## src/rtl/rk_dma_arbiter_if.sv

```systemverilog
// Shared DMA port bundle: two disk-class masters on one side, the 18-bit memory port on the other.
// The "master" modport is the arbiter's view; "slave" is the surrounding masters/memory view.
interface rk_dma_arbiter_if;
  logic        dma_req0;
  logic        dma_req1;
  logic [17:0] dma_addr0;
  logic [17:0] dma_addr1;
  logic [15:0] dma_data_out0;
  logic [15:0] dma_data_out1;
  logic        dma_rd0;
  logic        dma_rd1;
  logic        dma_wr0;
  logic        dma_wr1;
  logic        dma_ack0;
  logic        dma_ack1;
  logic        mem_req;
  logic [17:0] mem_addr;
  logic [15:0] mem_data_out;
  logic        mem_rd;
  logic        mem_wr;
  logic        mem_ack;
  logic        clr_err;
  logic [1:0]  timeout;
  logic        busy;

  modport master (
    input  dma_req0, dma_req1, dma_addr0, dma_addr1,
    input  dma_data_out0, dma_data_out1,
    input  dma_rd0, dma_rd1, dma_wr0, dma_wr1,
    input  mem_ack, clr_err,
    output dma_ack0, dma_ack1,
    output mem_req, mem_addr, mem_data_out, mem_rd, mem_wr,
    output timeout, busy
  );

  modport slave (
    output dma_req0, dma_req1, dma_addr0, dma_addr1,
    output dma_data_out0, dma_data_out1,
    output dma_rd0, dma_rd1, dma_wr0, dma_wr1,
    output mem_ack, clr_err,
    input  dma_ack0, dma_ack1,
    input  mem_req, mem_addr, mem_data_out, mem_rd, mem_wr,
    input  timeout, busy
  );
endinterface

```

## src/rtl/rk_dma_arbiter.sv

```systemverilog
// Two-master round-robin arbiter for the shared Unibus/memory DMA port, with a
// per-grant acknowledge timeout that aborts a stalled transfer and flags the master.
module rk_dma_arbiter #(
  parameter int TIMEOUT = 255
) (
  input  logic clk,
  input  logic reset,
  rk_dma_arbiter_if.master bus
);

  typedef enum logic {IDLE, GRANT} state_t;

  localparam logic [7:0] CNT_LAST = 8'(TIMEOUT - 1);

  state_t      state_reg;
  logic        gnt_reg;
  logic        last_reg;
  logic [7:0]  cnt_reg;
  logic [1:0]  timeout_reg;
  logic [1:0]  timeout_next;

  logic [1:0]  req;
  logic [1:0]  rd;
  logic [1:0]  wr;
  logic [1:0]  ack;
  logic [17:0] addr  [2];
  logic [15:0] wdata [2];
  logic        granted;
  logic        abort;

  assign req      = {bus.dma_req1, bus.dma_req0};
  assign rd       = {bus.dma_rd1, bus.dma_rd0};
  assign wr       = {bus.dma_wr1, bus.dma_wr0};
  assign addr[0]  = bus.dma_addr0;
  assign addr[1]  = bus.dma_addr1;
  assign wdata[0] = bus.dma_data_out0;
  assign wdata[1] = bus.dma_data_out1;

  assign granted = (state_reg == GRANT);
  assign abort   = granted && req[gnt_reg] && !bus.mem_ack && (cnt_reg == CNT_LAST);

  // An abort in the same cycle as clr_err still leaves its flag set.
  always_comb begin
    timeout_next = bus.clr_err ? 2'b00 : timeout_reg;
    if (abort) begin
      timeout_next[gnt_reg] = 1'b1;
    end
  end

  always_ff @(posedge clk or negedge reset) begin
    if (!reset) begin
      state_reg   <= IDLE;
      gnt_reg     <= 1'b0;
      last_reg    <= 1'b1;
      cnt_reg     <= 8'd0;
      timeout_reg <= 2'b00;
    end else begin
      timeout_reg <= timeout_next;
      case (state_reg)
        IDLE: begin
          if (req != 2'b00) begin
            state_reg <= GRANT;
            gnt_reg   <= (req == 2'b11) ? ~last_reg : req[1];
            cnt_reg   <= 8'd0;
          end
        end
        GRANT: begin
          if (!req[gnt_reg]) begin
            last_reg  <= gnt_reg;
            state_reg <= IDLE;
          end else if (bus.mem_ack) begin
            cnt_reg <= 8'd0;
          end else if (cnt_reg == CNT_LAST) begin
            last_reg  <= gnt_reg;
            cnt_reg   <= 8'd0;
            state_reg <= IDLE;
          end else begin
            cnt_reg <= cnt_reg + 8'd1;
          end
        end
        default: state_reg <= IDLE;
      endcase
    end
  end

  // Forwarding is combinational from the registered grant so acks carry no extra latency.
  generate
    for (genvar gi = 0; gi < 2; gi++) begin : g_ack
      assign ack[gi] = granted && (gnt_reg == 1'(gi)) && bus.mem_ack;
    end
  endgenerate

  assign bus.dma_ack0     = ack[0];
  assign bus.dma_ack1     = ack[1];
  assign bus.mem_req      = granted && req[gnt_reg];
  assign bus.mem_addr     = granted ? addr[gnt_reg]  : 18'd0;
  assign bus.mem_data_out = granted ? wdata[gnt_reg] : 16'd0;
  assign bus.mem_rd       = granted && rd[gnt_reg];
  assign bus.mem_wr       = granted && wr[gnt_reg];
  assign bus.timeout      = timeout_reg;
  assign bus.busy         = granted;

endmodule

```

## src/flat_wrapper.sv

```systemverilog
// flat-port wrapper written by rule: the top's interface ports become plain ports
module rk_dma_arbiter_flat 
#(
  parameter int TIMEOUT = 255
)
  (clk, reset, bus_dma_req0, bus_dma_req1, bus_dma_addr0, bus_dma_addr1, bus_dma_data_out0, bus_dma_data_out1, bus_dma_rd0, bus_dma_rd1, bus_dma_wr0, bus_dma_wr1, bus_mem_ack, bus_clr_err, bus_dma_ack0, bus_dma_ack1, bus_mem_req, bus_mem_addr, bus_mem_data_out, bus_mem_rd, bus_mem_wr, bus_timeout, bus_busy);
  rk_dma_arbiter_if bus_i ();
  input  logic clk;
  input  logic reset;
  input wire logic [$bits(bus_i.dma_req0)-1:0] bus_dma_req0;
  input wire logic [$bits(bus_i.dma_req1)-1:0] bus_dma_req1;
  input wire logic [$bits(bus_i.dma_addr0)-1:0] bus_dma_addr0;
  input wire logic [$bits(bus_i.dma_addr1)-1:0] bus_dma_addr1;
  input wire logic [$bits(bus_i.dma_data_out0)-1:0] bus_dma_data_out0;
  input wire logic [$bits(bus_i.dma_data_out1)-1:0] bus_dma_data_out1;
  input wire logic [$bits(bus_i.dma_rd0)-1:0] bus_dma_rd0;
  input wire logic [$bits(bus_i.dma_rd1)-1:0] bus_dma_rd1;
  input wire logic [$bits(bus_i.dma_wr0)-1:0] bus_dma_wr0;
  input wire logic [$bits(bus_i.dma_wr1)-1:0] bus_dma_wr1;
  input wire logic [$bits(bus_i.mem_ack)-1:0] bus_mem_ack;
  input wire logic [$bits(bus_i.clr_err)-1:0] bus_clr_err;
  output wire logic [$bits(bus_i.dma_ack0)-1:0] bus_dma_ack0;
  output wire logic [$bits(bus_i.dma_ack1)-1:0] bus_dma_ack1;
  output wire logic [$bits(bus_i.mem_req)-1:0] bus_mem_req;
  output wire logic [$bits(bus_i.mem_addr)-1:0] bus_mem_addr;
  output wire logic [$bits(bus_i.mem_data_out)-1:0] bus_mem_data_out;
  output wire logic [$bits(bus_i.mem_rd)-1:0] bus_mem_rd;
  output wire logic [$bits(bus_i.mem_wr)-1:0] bus_mem_wr;
  output wire logic [$bits(bus_i.timeout)-1:0] bus_timeout;
  output wire logic [$bits(bus_i.busy)-1:0] bus_busy;
  assign bus_i.dma_req0 = bus_dma_req0;
  assign bus_i.dma_req1 = bus_dma_req1;
  assign bus_i.dma_addr0 = bus_dma_addr0;
  assign bus_i.dma_addr1 = bus_dma_addr1;
  assign bus_i.dma_data_out0 = bus_dma_data_out0;
  assign bus_i.dma_data_out1 = bus_dma_data_out1;
  assign bus_i.dma_rd0 = bus_dma_rd0;
  assign bus_i.dma_rd1 = bus_dma_rd1;
  assign bus_i.dma_wr0 = bus_dma_wr0;
  assign bus_i.dma_wr1 = bus_dma_wr1;
  assign bus_i.mem_ack = bus_mem_ack;
  assign bus_i.clr_err = bus_clr_err;
  assign bus_dma_ack0 = bus_i.dma_ack0;
  assign bus_dma_ack1 = bus_i.dma_ack1;
  assign bus_mem_req = bus_i.mem_req;
  assign bus_mem_addr = bus_i.mem_addr;
  assign bus_mem_data_out = bus_i.mem_data_out;
  assign bus_mem_rd = bus_i.mem_rd;
  assign bus_mem_wr = bus_i.mem_wr;
  assign bus_timeout = bus_i.timeout;
  assign bus_busy = bus_i.busy;
  rk_dma_arbiter #(.TIMEOUT(TIMEOUT)) u_core (.clk(clk), .reset(reset), .bus(bus_i));
endmodule
```

## config.mk

```make
export PLATFORM = sky130hd
export DESIGN_NAME = rk_dma_arbiter_flat
export DESIGN_NICKNAME = d
export VERILOG_FILES = /design/src/rtl/rk_dma_arbiter_if.sv /design/src/rtl/rk_dma_arbiter.sv /design/src/flat_wrapper.sv
export SDC_FILE = /design/constraint.sdc
export NUM_CORES = 1
export LEC_CHECK = 0
export CAP_MARGIN = 15
export CORE_ASPECT_RATIO = 0.75
export CORE_MARGIN = 3
export CORE_UTILIZATION = 30
export DETAILED_ROUTE_END_ITERATION = 12
export GPL_TIMING_DRIVEN = 0
export PLACE_DENSITY = 0.81
export SLEW_MARGIN = 20
export SYNTH_ARGS = -nofsm -noshare
export SYNTH_HDL_FRONTEND = slang
export SYNTH_SLANG_ARGS = --single-unit
```

## constraint.sdc

```tcl
create_clock -name clk -period 1.54 [get_ports clk]
set_input_delay 0.308 -clock clk [delete_from_list [all_inputs] [get_ports clk]]
set_output_delay 0.308 -clock clk [all_outputs]
set_load 0.02 [all_outputs]
```

* After elaboration in Yosys (flattened, before gate mapping)
Cells that the tools add are included.
Storage, ports and cells: output and inout bits 42, bits in writable memories 0, memories 0, input port bits 78, memory bits (read-only) 0, flip-flop bits (word level) 13, bits in latches 0, logic and storage cells 67
Cells by class: muxes and demuxes 32, magnitude comparators 3, bitwise logic cells 5, $add $sub $neg 1, shifts and indexed selects 0, multiply operators 0, eq/ne operators 6, divide/modulo/power cells 0, reduce and logical (&&, ||, !) cells 15
Operators with widths (count):
- 18-bit two-way mux | 4
- 16-bit two-way mux | 4
- 8-bit two-way mux | 4
- 8-bit case mux with 2 select lines | 1
- 1-bit two-way mux | 15
- 1-bit logical AND | 10
- 8-bit by 1-bit adder with 8-bit output, second input constant | 1
- 8-bit == test, second input constant | 1
- 2-bit inequality test, second input constant | 3
- 2-bit two-way mux | 2
- 2-bit AND reduction | 2
- 1-bit NOT | 3
- 3-bit AND reduction | 1
- 2-bit == test, second input constant | 1
- 2-bit >= comparator, second input constant | 1
- 1-bit by 2-bit < comparator with 1-bit output, second input constant | 1
- 2-bit by 1-bit inequality test with 1-bit output, second input constant | 1
- 1-bit NOT with 2-bit output | 1
- 2-bit OR | 1
- 1-bit case mux with 2 select lines | 1
- 2-bit nonzero test | 1
- 1-bit demux with 1-bit select | 1
- 1-bit >= comparator, second input constant | 1
- 1-bit logical NOT | 1

* Depth between registers and ports, before layout
depth in word-level cells 6, depth in mapped cells 7, depth with buffers taken out 6

* Worst setup path before layout
No wires, ideal clock.
path type reg2out, start reg u_core.state_reg (netlist: u_core.bus.busy), end out bus_mem_addr[10], data required time 1232 ps, path slack 53 ps, path buffers 1, cell stages (with the launch flop) 4, data arrival time 1179 ps, cells stage by stage dfrtp_1 inv_1 buf_1 nor2_1
On the way: longest elaborated chain between the ends 1
Ends and longest elaborated chain:
- start: declaration | RTL line rk_dma_arbiter.sv:15 | state_t state_reg;
- start signal: assignment | RTL line rk_dma_arbiter.sv:52 | state_reg <= IDLE;
- start signal: assignment | RTL line rk_dma_arbiter.sv:62 | state_reg <= GRANT;
- start signal: assignment | RTL line rk_dma_arbiter.sv:70 | state_reg <= IDLE;
- 18-bit two-way mux | RTL line rk_dma_arbiter.sv:96 | assign bus.mem_addr = granted ? addr[gnt_reg] : 18'd0;
- end: declaration | RTL line flat_wrapper.sv:25 | output wire logic [$bits(bus_i.mem_addr)-1:0] bus_mem_addr;
Every way passes these cells.

* Worst setup path in the final report
start reg u_core.gnt_reg, end out bus_mem_addr[14]
On the way: longest elaborated chain between the ends 5
Ends and longest elaborated chain:
- start: declaration | RTL line rk_dma_arbiter.sv:16 | logic gnt_reg;
- start signal: assignment | RTL line rk_dma_arbiter.sv:63 | gnt_reg <= (req == 2'b11) ? ~last_reg : req[1];
- 1-bit NOT with 2-bit output (not written as such) | RTL line rk_dma_arbiter.sv:96
- 18-bit two-way mux (not written as such) (3 in series) | RTL line rk_dma_arbiter.sv:96
- 18-bit two-way mux | RTL line rk_dma_arbiter.sv:96
Every way passes these cells. The select of a mux whose other input is x is not followed.

==> flow_summary.ini <==
[outcome]
status = complete, but fails checks
violations = negative setup slack

[worst_setup_path]
crit_start = u_core.gnt_reg$_DFFE_PN0P_
cp-start-kind = flop
r2r_end = u_core.cnt_reg[3]$_DFFE_PN0P_
worstSetupPathType = reg -> out
cp-end-kind = output pin
ff2ff_setup_slack_ns = -0.09
worst_setup_path_endpoint = bus_mem_addr[14]
slowest_stage = dfrtp_1
critPathTopFamily = buffers and inverters
ff2ff_path_depth = 7
crit_buf_inv = 3
worst_ep_arrival_time_ns = 1.35
critPathMaxFanout = 9
rr_startpoint = u_core.gnt_reg$_DFFE_PN0P_
max_stage_delay_ns = 0.38
cp.depth = 5
cp.required_ns = 1.23
path_cells = buf_12, buf_8, mux2i_1, nor2_1, buf_2

[drt]
vias = 1648
firstDrtPassIters = 4
wirelength_um = 5080
drtAntennaViolNets = 0
viasPerCell = 4.83
drtIter0Drc = 127
wl_per_cell_um = 14.9
route.detailed.drc = 0

[synthesis]
synthMuxAreaShare = 0.301
synth_edf_count = 0
mappedNetlistArea_um2 = 1240
synth_common_cells = 41 x nor2_1, 36 x mux2i_1, 12 x dfrtp_1, 9 x nand2_1, 7 x inv_1
syn-num-nets = 239
synth_ff_type = dfrtp_1
synth_area_leader_cell = mux2i_1
avgSynthCellArea_um2 = 7.82
synth_cell_type_count = 29
synth-simple-area-share = 0.235
synth_compound_area_frac = 0.116
ys_top_cells_by_area = mux2i_1 29%, dfrtp_1 24%, nor2_1 12%
synth.yosys.seq_area_share = 0.263
synth.most_common_cell = nor2_1
async_flop_share = 1.00
yosys.area_share.adder = 0.0201
netlist_instances = 159
yosysWarnings = 0
ys_ff_latch = 13
synth_top_family_by_area = multiplexers
yosysTopAreaCellShare = 0.290
synth_xor_xnor_area_share = 0

[place]
gp_congestion = 0.861
placed_cell_area_um2 = 2500
dp_cells = 330
dp_hpwl_um = 4030
io_buffers = 119

[die]
dieArea_um2 = 4960
rows = 19
core_area_um2 = 3830
dieWidth_um = 80.3
initial_utilization = 0.325
die_h_um = 61.8
ios = 120

[pwr]
vdd_ir_drop_max_mv = 0.743
cellPowerDensity_nw_per_um2 = 1460
leakage_uw = 0.00122
power_uw = 3860

[layout]
n_antenna_cell = 0
area_delta_synth_final_pct = 112
stdcell_count = 341
fin_nets = 370
utilization = 0.689
fillers = 339
design_area_um2 = 2640
drive_above_1_share = 0.249
largest_reg_flops = 8

[clocking]
clock_sinks = 13
hold_buffers = 0
cts-root-buf = clkbuf_8
cts_tree = yes
clk_pin_slew_ns = 0.05
numCtsBuffers = 3
cts_buffer_depth = 2
clk_latency_ns = 0.24
htree_levels = 1

[sta]
worstMarginPinSlew_ns = 0.606
layout_min_cycle_time_ns = 1.66
fmax_ghz = 0.602
skew_ns = 0.00362
rsz0062_at_grt = yes
worst_slack_ns = -0.121
finalSetupViolations = 45
finalHoldViolCount = 0
tns_ns = -3.72
finalCritPeriodShare = 1.08
slew_headroom = 0.595
slew_violations = 0

[flow_run]
max-cap-violations = 0

[global_routing]
grt_first_pass_wirelength_um = 7510
grt_pass1_vias = 1630
grt_overflow = 0
antenna_found_initial = 0
gr-usage-all-layers = 0.198
grt_max_degree = 14

[worst_hold_path]
hold_class = in -> async
[repair_timing]
action                                 in CTS  in global routing
gates resized for setup                   210                 15
setup endpoints to repair                  43                 49
pin swaps                                   5                  4
endpoints found under the hold margin       0                  0
setup buffers                               4                  0
gates cloned                                2                  1
[metrics by stage]
stage | setup slack (ns) | hold slack, ns
6_report | -0.121 | 0.448
5_1_grt | -0.180 | 0.489
2_1_floorplan | 0.0532 | 0.0124
3_5_place_dp | -0.517 | 0.495
4_1_cts | -0.114 | 0.455
3_3_place_gp | -0.500 | 0.488
[report_power, final]
group / internal, µW / switching, µW / total [µW]
logic: 1520 / 1530 / 3050
registers: 424 / 86.1 / 510
clock network: 183 / 120 / 302
[final cells by class]
cell class / instances / area, µm² / area share
Buffer: 11 / 148 / 0.0560
Multi-Input combinational cell: 128 / 872 / 0.331
Timing Repair Buffer: 126 / 1150 / 0.437
Sequential cell: 13 / 328 / 0.124
Tap cell: 52 / 65.1 / 0.0247
Clock buffer: 4 / 45.0 / 0.0171
Inverter: 7 / 26.3 / 0.00996
[placed cells by master, fill, tap and decap left out, types with 2 or more instances in the layout]
| cell type | Yosys | routed |
|---|---|---|
| nand2_1 | 9 | 8 |
| dlygate4sd2_1 | 0 | 2 |
| nand4_1 | 2 | 2 |
| nor2_1 | 41 | 41 |
| nand3_1 | 5 | 5 |
| clkbuf_4 | 0 | 2 |
| clkdlybuf4s50_1 | 0 | 77 |
| nor3_1 | 2 | 2 |
| buf_2 | 5 | 16 |
| buf_12 | 0 | 4 |
| a31oi_1 | 6 | 6 |
| o211ai_1 | 4 | 4 |
| and3_1 | 2 | 2 |
| ha_1 | 2 | 2 |
| o21ai_0 | 2 | 2 |
| clkbuf_8 | 0 | 4 |
| buf_6 | 0 | 3 |
| mux2i_2 | 1 | 2 |
| nand3b_1 | 3 | 3 |
| dfrtp_1 | 12 | 11 |
| buf_4 | 2 | 28 |
| inv_2 | 0 | 2 |
| a21oi_1 | 3 | 3 |
| inv_1 | 7 | 5 |
| mux2i_1 | 36 | 34 |
[worst min-delay path by stage]
stage,end,slack (ns),cells past startpoint
4_1_cts,u_core.gnt_reg$_DFFE_PN0P_,0.46,1
3_5_place_dp,u_core.cnt_reg[7]$_DFFE_PN0P_,0.49,1
3_3_place_gp,u_core.cnt_reg[7]$_DFFE_PN0P_,0.49,1
2_1_floorplan,u_core.bus.busy$_DFF_PN0_,0.01,0
6_report,u_core.gnt_reg$_DFFE_PN0P_,0.45,1
5_1_grt,u_core.cnt_reg[3]$_DFFE_PN0P_,0.49,1
[layer usage]
layer  GRT usage  vias up  part of all wire
met5           0        -                 0
met1       0.212      737              0.38
li1            -      821                 -
met2       0.397       82              0.51
met3      0.0476        8             0.083
met4      0.0554        0             0.022
[kinds of logic (layout without fill, tap and decap cells)]
group           Yosys count  after routing
simple gates             67             67
mux                      37             37
compound gates           22             22
buf+inv                  18            148
flops                    13             13
fa+ha+maj                 2              2
No activity file was read; power rests on OpenSTA's default activity.
